===== config.mk =====
export PLATFORM = sky130hd
export DESIGN_NAME = pixel_stream_loader
export DESIGN_NICKNAME = d
export VERILOG_FILES = /design/src/rtl/pixel_stream_loader.sv
export SDC_FILE = /design/constraint.sdc
export NUM_CORES = 1
export LEC_CHECK = 0
export BUFFER_PORTS_ARGS = -buffer_cell sky130_fd_sc_hd__buf_2
export CAP_MARGIN = 30
export CORE_MARGIN = 2
export CORE_UTILIZATION = 45
export DETAILED_ROUTE_END_ITERATION = 10
export PLACE_DENSITY_LB_ADDON = 0.12
export SLEW_MARGIN = 20
export SYNTH_ARGS = -nofsm -noshare
export SYNTH_HDL_FRONTEND = slang
export SYNTH_SLANG_ARGS = --single-unit

===== constraint.sdc =====
create_clock -name clk -period 1.98 [get_ports clk]
set_input_delay 0.594 -clock clk [delete_from_list [all_inputs] [get_ports clk]]
set_output_delay 0.594 -clock clk [all_outputs]
set_load 0.05 [all_outputs]

===== src/rtl/pixel_stream_loader.sv =====
// pixel_stream_loader: accepts N*N grey pixels over a valid/ready handshake,
// binarises each against THRESH and presents it to the skeletonization
// controller for two cycles (ACCEPT/HOLD cadence) while we is high.
// Ports:
//   clk, rst_n          clock, asynchronous active-low reset
//   start               one-cycle frame load request (honoured only in IDLE)
//   in_valid, in_pixel  upstream pixel stream
//   in_ready            high only in ACCEPT
//   we                  high for the whole load (ACCEPT/HOLD)
//   data_out            binarised pixel (0 or 1, zero-extended)
//   pix_count           pixel index counter, stops at N*N-1
//   busy                high outside IDLE
//   frame_done          one-cycle pulse in DONE
module pixel_stream_loader #(
  parameter int unsigned N          = 8,
  parameter int unsigned pixelWidth = 8,
  parameter int unsigned bitSize    = $clog2(N*N),
  parameter int unsigned THRESH     = 128
) (
  input  logic                  clk,
  input  logic                  rst_n,
  input  logic                  start,
  input  logic                  in_valid,
  input  logic [pixelWidth-1:0] in_pixel,
  output logic                  in_ready,
  output logic                  we,
  output logic [pixelWidth-1:0] data_out,
  output logic [bitSize-1:0]    pix_count,
  output logic                  busy,
  output logic                  frame_done
);

  localparam int unsigned LAST = N*N - 1;

  typedef enum logic [1:0] {IDLE, ACCEPT, HOLD, DONE} state_t;

  state_t                  state_q, state_d;
  logic                    in_ready_d, we_d, busy_d, frame_done_d;
  logic [pixelWidth-1:0]   data_out_d;
  logic [bitSize-1:0]      pix_count_d;
  logic                    last_pix;

  assign last_pix = (pix_count == bitSize'(LAST));

  // State register
  always_ff @(posedge clk or negedge rst_n) begin
    if (!rst_n) state_q <= IDLE;
    else        state_q <= state_d;
  end

  // Next-state logic; start is only honoured in IDLE
  always_comb begin
    state_d = state_q;
    unique case (state_q)
      IDLE:    if (start) state_d = ACCEPT;
      ACCEPT:  if (in_valid) state_d = HOLD;
      HOLD:    state_d = last_pix ? DONE : ACCEPT;
      DONE:    state_d = IDLE;
      default: state_d = IDLE;
    endcase
  end

  // Output next-values; status flags decode the upcoming state so they are registered
  always_comb begin
    pix_count_d  = pix_count;
    data_out_d   = data_out;
    unique case (state_q)
      IDLE:   if (start) pix_count_d = '0;
      ACCEPT: if (in_valid)
                data_out_d = (in_pixel >= pixelWidth'(THRESH)) ? pixelWidth'(1) : '0;
      HOLD:   if (!last_pix) pix_count_d = pix_count + bitSize'(1);
      default: ;
    endcase
    in_ready_d   = (state_d == ACCEPT);
    we_d         = (state_d == ACCEPT) || (state_d == HOLD);
    busy_d       = (state_d != IDLE);
    frame_done_d = (state_d == DONE);
  end

  // Output registers
  always_ff @(posedge clk or negedge rst_n) begin
    if (!rst_n) begin
      in_ready   <= 1'b0;
      we         <= 1'b0;
      data_out   <= '0;
      pix_count  <= '0;
      busy       <= 1'b0;
      frame_done <= 1'b0;
    end else begin
      in_ready   <= in_ready_d;
      we         <= we_d;
      data_out   <= data_out_d;
      pix_count  <= pix_count_d;
      busy       <= busy_d;
      frame_done <= frame_done_d;
    end
  end

endmodule


==> flow_summary.ini, run 1 <==
[grt]
antenna_found_initial = 0
grt-ovfl-total = 0
grtUsageTotal_pct = 15.1
grt_pass1_wl_mm = 2.04
grt_max_degree = 17
grt_pass1_vias = 458

[die]
num_rows = 14
io_pins = 30
start_util_pct = 47.4
floorplan.die_area_um2 = 1900
die_h_um = 43.6
die_w_um = 43.6
core-area_um2 = 1490

[setup_path]
r2r_start = pix_count[0]$_DFFE_PN0P_
path_class = reg2reg
critPathMaxFanout = 6
slowest_stage = dfrtp_1
ff2ff_path_depth = 5
r2r_slack_ns = 0.25
arrival_ns = 1.90
crit_family = adder cells
cp_num_buf_inv = 0
reg2reg_to = we$_DFF_PN0_
crit_required_ns = 2.14
crit_path_frequent_cell = ha_1
cp_num_cells = 5
crit_chain = ha_1 -> nand3_1 -> or2_4 -> o21a_1 -> ha_1
critPathLaunchType = flop
cpPeakStageDelay_ns = 0.42
critPathCaptureType = flop

[synthesis]
ys_async_sr_fraction_pct = 100
ys_seq_elements = 13
synth_area_leaders = dfrtp_1 46%, buf_4 7.4%, ha_1 7.1%
synth_area_leader_cell = dfrtp_1
synth_cell_types = 30
synth.cell_area_um2 = 706
syn_avg_cell_area_um2 = 10.2
ys_seq_area_share_pct = 46.1
synth_cells = 69
yosys_warnings = 0
synth_edf_count = 0
synth_flop_cell = dfrtp_1
synth.top_cell.area_share_pct = 46.1

[worst_hold_path]
min-delay-path-class = in2async

[finish]
multi_input_area_um2 = 330
finalInstanceArea_um2 = 792
drive_gt1_share_pct = 24.4
nets = 103
filler_cell_count = 140
num_antenna_cells = 0
seq_area_um2 = 325
postLayoutCoreUtil_pct = 53.2
area_growth_pct = 12.2

[place]
portBuffers = 15
hpwl_um = 934
gp_congestion = 0.729
dpl-instance-area_um2 = 766

[clock_tree]
path_clk_slew_ns = 0.08
ctsResizeCount = 0
numClockSinks = 13
hold_buffers = 0
worstSkewPairLatency_ns = 0.28
numCtsBuffers = 3
cts_tree = done
cts_root_buffer = clkbuf_4
htreeDepth = 1
cts_buffer_depth = 2
post_cts_buffers = 0

[routing]
vias = 542
vias_per_cell = 5.31
drtPass1Iterations = 2
drt_iter0_markers = 6
wl_per_cell_um = 12.3
drt_wl_total_mm = 1.25
drc_errors = 0
postRouteAntennaNets = 0

[sta]
slew_viol_final = 0
final.min_clock_period_ns = 1.73
finalSetupViolCount = 0
finalClockSkew_ns = 0.00422
timing.setup.tns_ns = 0
hold_viol_final = 0
period_share_pct = 87.6
grt_setup_unrepaired = no
worst_hold_slack_ns = 0.184
maxClockFrequency_ghz = 0.577

[pwr]
finalPower_mw = 1.13
pwr_density_cell_nw_per_um2 = 1420
peakVddDrop_mv = 0.769
p_leak_nw = 0.384

[run]
maxCapViolCount = 0

[outcome]
status = finished, final reports clean
[how the worst max path moves through the flow]
| stage | startpoint | end | slack (ns) |
|---|---|---|---|
| finish | pix_count[0]$_DFFE_PN0P_ | we$_DFF_PN0_ | 0.25 |
| global route | pix_count[0]$_DFFE_PN0P_ | we$_DFF_PN0_ | 0.11 |
| CTS | pix_count[0]$_DFFE_PN0P_ | we$_DFF_PN0_ | 0.24 |
| detailed placement | pix_count[0]$_DFFE_PN0P_ | we$_DFF_PN0_ | 0.25 |
| global placement | pix_count[0]$_DFFE_PN0P_ | we$_DFF_PN0_ | 0.26 |
| floorplan | pix_count[0]$_DFFE_PN0P_ | we$_DFF_PN0_ | 0.02 |
[Yosys cell counts, types with 2 or more instances]
master,n
nor3_1,2
a21oi_1,5
dfrtp_1,13
a211oi_1,2
inv_1,4
o211ai_1,2
and4_1,2
nand2_1,7
buf_4,7
o21ai_0,2
ha_1,4
[routing by layer]
metal	share of wire, %	GRT usage (%)	up-vias	wire, um
met5	0	0	-	0
met3	6.6	6.25	2	83
met1	45	18.6	257	562
li1	-	-	267	-
met4	1.4	5.45	0	18
met2	47	23.8	16	587
[cell type report]
class	count	area share, %
clock buffers	4	3.32
inverters	4	1.90
multi-input cells	50	41.7
flip-flops and latches	13	41.1
well taps	16	2.53
repair buffers	15	9.48
[flip-flops by register name (all words and copies together), names as in the netlist]
name	count
state_q	2
pix_count	6
we	1
in_ready	1
frame_done	1
data_out	1
busy	1
[through the flow]
stage	setup WS [ns]	std cells
3_5_place_dp	0.251	98
5_1_grt	0.113	102
2_1_floorplan	0.0194	75
4_1_cts	0.238	102
3_3_place_gp	0.258	98
6_report	0.246	102
[cell families (layout without fill, tap and decap cells)]
family	Yosys count	in the layout	share of synthesized area (%)
mux	1	1	1.60
fa+ha+maj	4	4	7.09
simple gates	21	21	17.6
compound gates	17	17	16.8
flops	13	13	46.1
other cells	1	7	0.531
buf+inv	12	23	10.3
[placed cells by master (no fill, tap or decap), drive strengths merged, types with 2 or more instances in the layout]
cell     n
ha       4
nand2    7
inv      4
nor3     2
buf     15
clkbuf   4
a211oi   2
o211ai   2
dfrtp   13
and4     2
conb     7
o21ai    2
a21oi    5
[power by group]
group	switching, mW	leakage, nW	internal, mW
combinational	0.399	0.200	0.137
sequential	0.0791	0.169	0.348
clock	0.0863	0.0150	0.0782
No activity file was read; power rests on OpenSTA's default activity.
==> run 2, diff against run 1 <==
--- a/config.mk
+++ b/config.mk
@@ -5,6 +5,7 @@
 export SDC_FILE = /design/constraint.sdc
 export NUM_CORES = 1
 export LEC_CHECK = 0
+export ABC_AREA = 1
 export BUFFER_PORTS_ARGS = -buffer_cell sky130_fd_sc_hd__buf_2
 export CAP_MARGIN = 30
 export CORE_MARGIN = 2
==> run 2 against run 1 <==
Die area shrank 3.2%. Clock skew shrank 0.0018 ns. Maximum frequency grew 6.5%. Critical path depth rose by 2. Flip-flop and latch count is the same. Clock power decreased by 3%. Via count fell by 4.2%. Combinational power decreased by 7.3%. First-iteration DRC count is the same. Sequential power down 11%. Count of clock-buffer cells in the layout did not move. Setup slack better by 0.11 ns. Largest power group unchanged.
==> flow_summary.ini, run 2 <==
[outcome]
status = finished, final reports clean

[place]
gp_congestion = 0.750
hpwl_um = 848
portBuffers = 15

[synthesis]
synthAdderAreaFrac_pct = 7.35
ys_seq_area_share_pct = 47.8
yosys_warnings = 0
synth_cells = 82
yosysMostFrequentCell = nand2_1
synth_area_leader_cell = dfrtp_1
synth_area_leaders = dfrtp_1 48%, nand2_1 14%, buf_4 7.7%
synth_flop_cell = dfrtp_1
synth_compound_area_share_pct = 4.23
synthSimpleGateAreaFrac_pct = 25.6
synth_mux_area_share_pct = 0
yosys.area_share.xor_xnor_pct = 1.29
ys_async_sr_fraction_pct = 100
syn_avg_cell_area_um2 = 8.30
synth_top_family_by_area = simple AND/OR/NAND/NOR gates
synth_cell_types = 16
synth.cell_area_um2 = 681
ys_seq_elements = 13
synth_common_cells = 25 x nand2_1, 13 x dfrtp_1, 10 x inv_1
synth.top_cell.area_share_pct = 47.8
synth_edf_count = 0

[die]
die_h_um = 42.9
start_util_pct = 46.8
floorplan.die_area_um2 = 1840
die_w_um = 42.9
core-area_um2 = 1450
num_rows = 14
io_pins = 30

[finish]
final_common_cell = nand2_1
top_regs = pix_count (6), state_q (2)
num_antenna_cells = 0
drive_gt1_share_pct = 21.8
area_growth_pct = 14.5
largest_reg_flops = 6
largest_register = pix_count
nets = 118
layout_common_cells = 25 x nand2_1, 15 x buf_2, 13 x dfrtp_1

[sta]
worst_hold_slack_ns = 0.197
hold_viol_final = 0
finalSetupViolCount = 0
period_share_pct = 82.3
grt_setup_unrepaired = no
maxClockFrequency_ghz = 0.614
final.min_clock_period_ns = 1.63
timing.setup.tns_ns = 0
slew_viol_final = 0
finalClockSkew_ns = 0.00246

[clock_tree]
numCtsBuffers = 3
ctsResizeCount = 0
cts_root_buffer = clkbuf_4
hold_buffers = 0
cts_tree = done
numClockSinks = 13
htreeDepth = 1
worstSkewPairLatency_ns = 0.27
path_clk_slew_ns = 0.08
post_cts_buffers = 0
cts_buffer_depth = 2

[routing]
drtPass1Iterations = 2
vias_per_cell = 4.44
postRouteAntennaNets = 0
vias = 519
wl_per_cell_um = 9.63
drt_wl_total_mm = 1.13
drc_errors = 0
drt_iter0_markers = 6

[setup_path]
path_class = reg2reg
ff2ff_path_depth = 7
critPathLaunchType = flop
crit_required_ns = 2.13
critPathCaptureType = flop
critPathMaxFanout = 5
arrival_ns = 1.78

[run]
maxCapViolCount = 0

[grt]
grt_max_degree = 14
grt-ovfl-total = 0
grtUsageTotal_pct = 15.2
grt_pass1_vias = 456
antenna_found_initial = 0
grt_pass1_wl_mm = 1.96

[worst_hold_path]
min-delay-path-class = in2async

[pwr]
pwr_density_cell_nw_per_um2 = 1330
peakVddDrop_mv = 0.875
finalPower_mw = 1.04
p_leak_nw = 0.460
-- run 2: per-layer routing --
metal	track usage, %	part of all wire, %	up-vias
met5	0	0	-
met2	20.3	43	13
met3	2.55	3.7	2
met4	13.1	1.8	0
met1	20.9	51	224
li1	-	-	280
-- run 2: worst max-delay path, cell delays in order, from the launching register on --
cell and delay, ns:
dfrtp_1 0.43, ha_1 0.20, nand3_1 0.11, nor2_1 0.14, inv_1 0.08, o21ai_2 0.17
inv_1 0.09, ha_1 0.29
-- run 2: path summary, 6_finish.rpt --
kind / start / end / slack, ns
worst min register to register: data_out[0]$_DFFE_PN0P_ / data_out[0]$_DFFE_PN0P_ / 0.47
min in group clk: data_out[0]$_DFFE_PN0P_ / data_out[0]$_DFFE_PN0P_ / 0.47
worst max-delay path: pix_count[0]$_DFFE_PN0P_ / we$_DFF_PN0_ / 0.35
worst max register to register: pix_count[0]$_DFFE_PN0P_ / we$_DFF_PN0_ / 0.35
max in group asynchronous: rst_n / state_q[0]$_DFF_PN0_ / 1.56
worst min-delay path: rst_n / pix_count[2]$_DFFE_PN0P_ / 0.20
-- run 2: cell type report --
class	instances	area [um2]
Clock buffer	4	26.3
Fill cell	138	674
Inverter	10	37.5
Multi-Input combinational cell	58	288
Sequential cell	13	325
Tap cell	16	20.0
Timing Repair Buffer	16	82.6
-- run 2: logic make-up after synthesis --
kind of cell | count (synthesis)
simple gates | 42
xor+xnor | 1
fa+ha+maj | 4
other cells | 1
flops | 13
buf+inv | 17
compound gates | 4
-- run 2: power breakdown --
group	internal [mW]	switching, mW	leakage [nW]
Sequential	0.340	0.0407	0.170
Combinational	0.113	0.384	0.276
Clock	0.0780	0.0815	0.0150
-- run 2: per-stage QoR --
stage                     cell area (um2)  std cells  utilization (%)  setup WS (ns)
after global placement                753        113             51.8          0.391
after global routing                  779        117             53.6          0.144
after floorplan                       703         88                -          0.174
after CTS                             779        117             53.6          0.334
final                                 779        117             53.6          0.351
after detailed placement              753        113             51.8          0.345
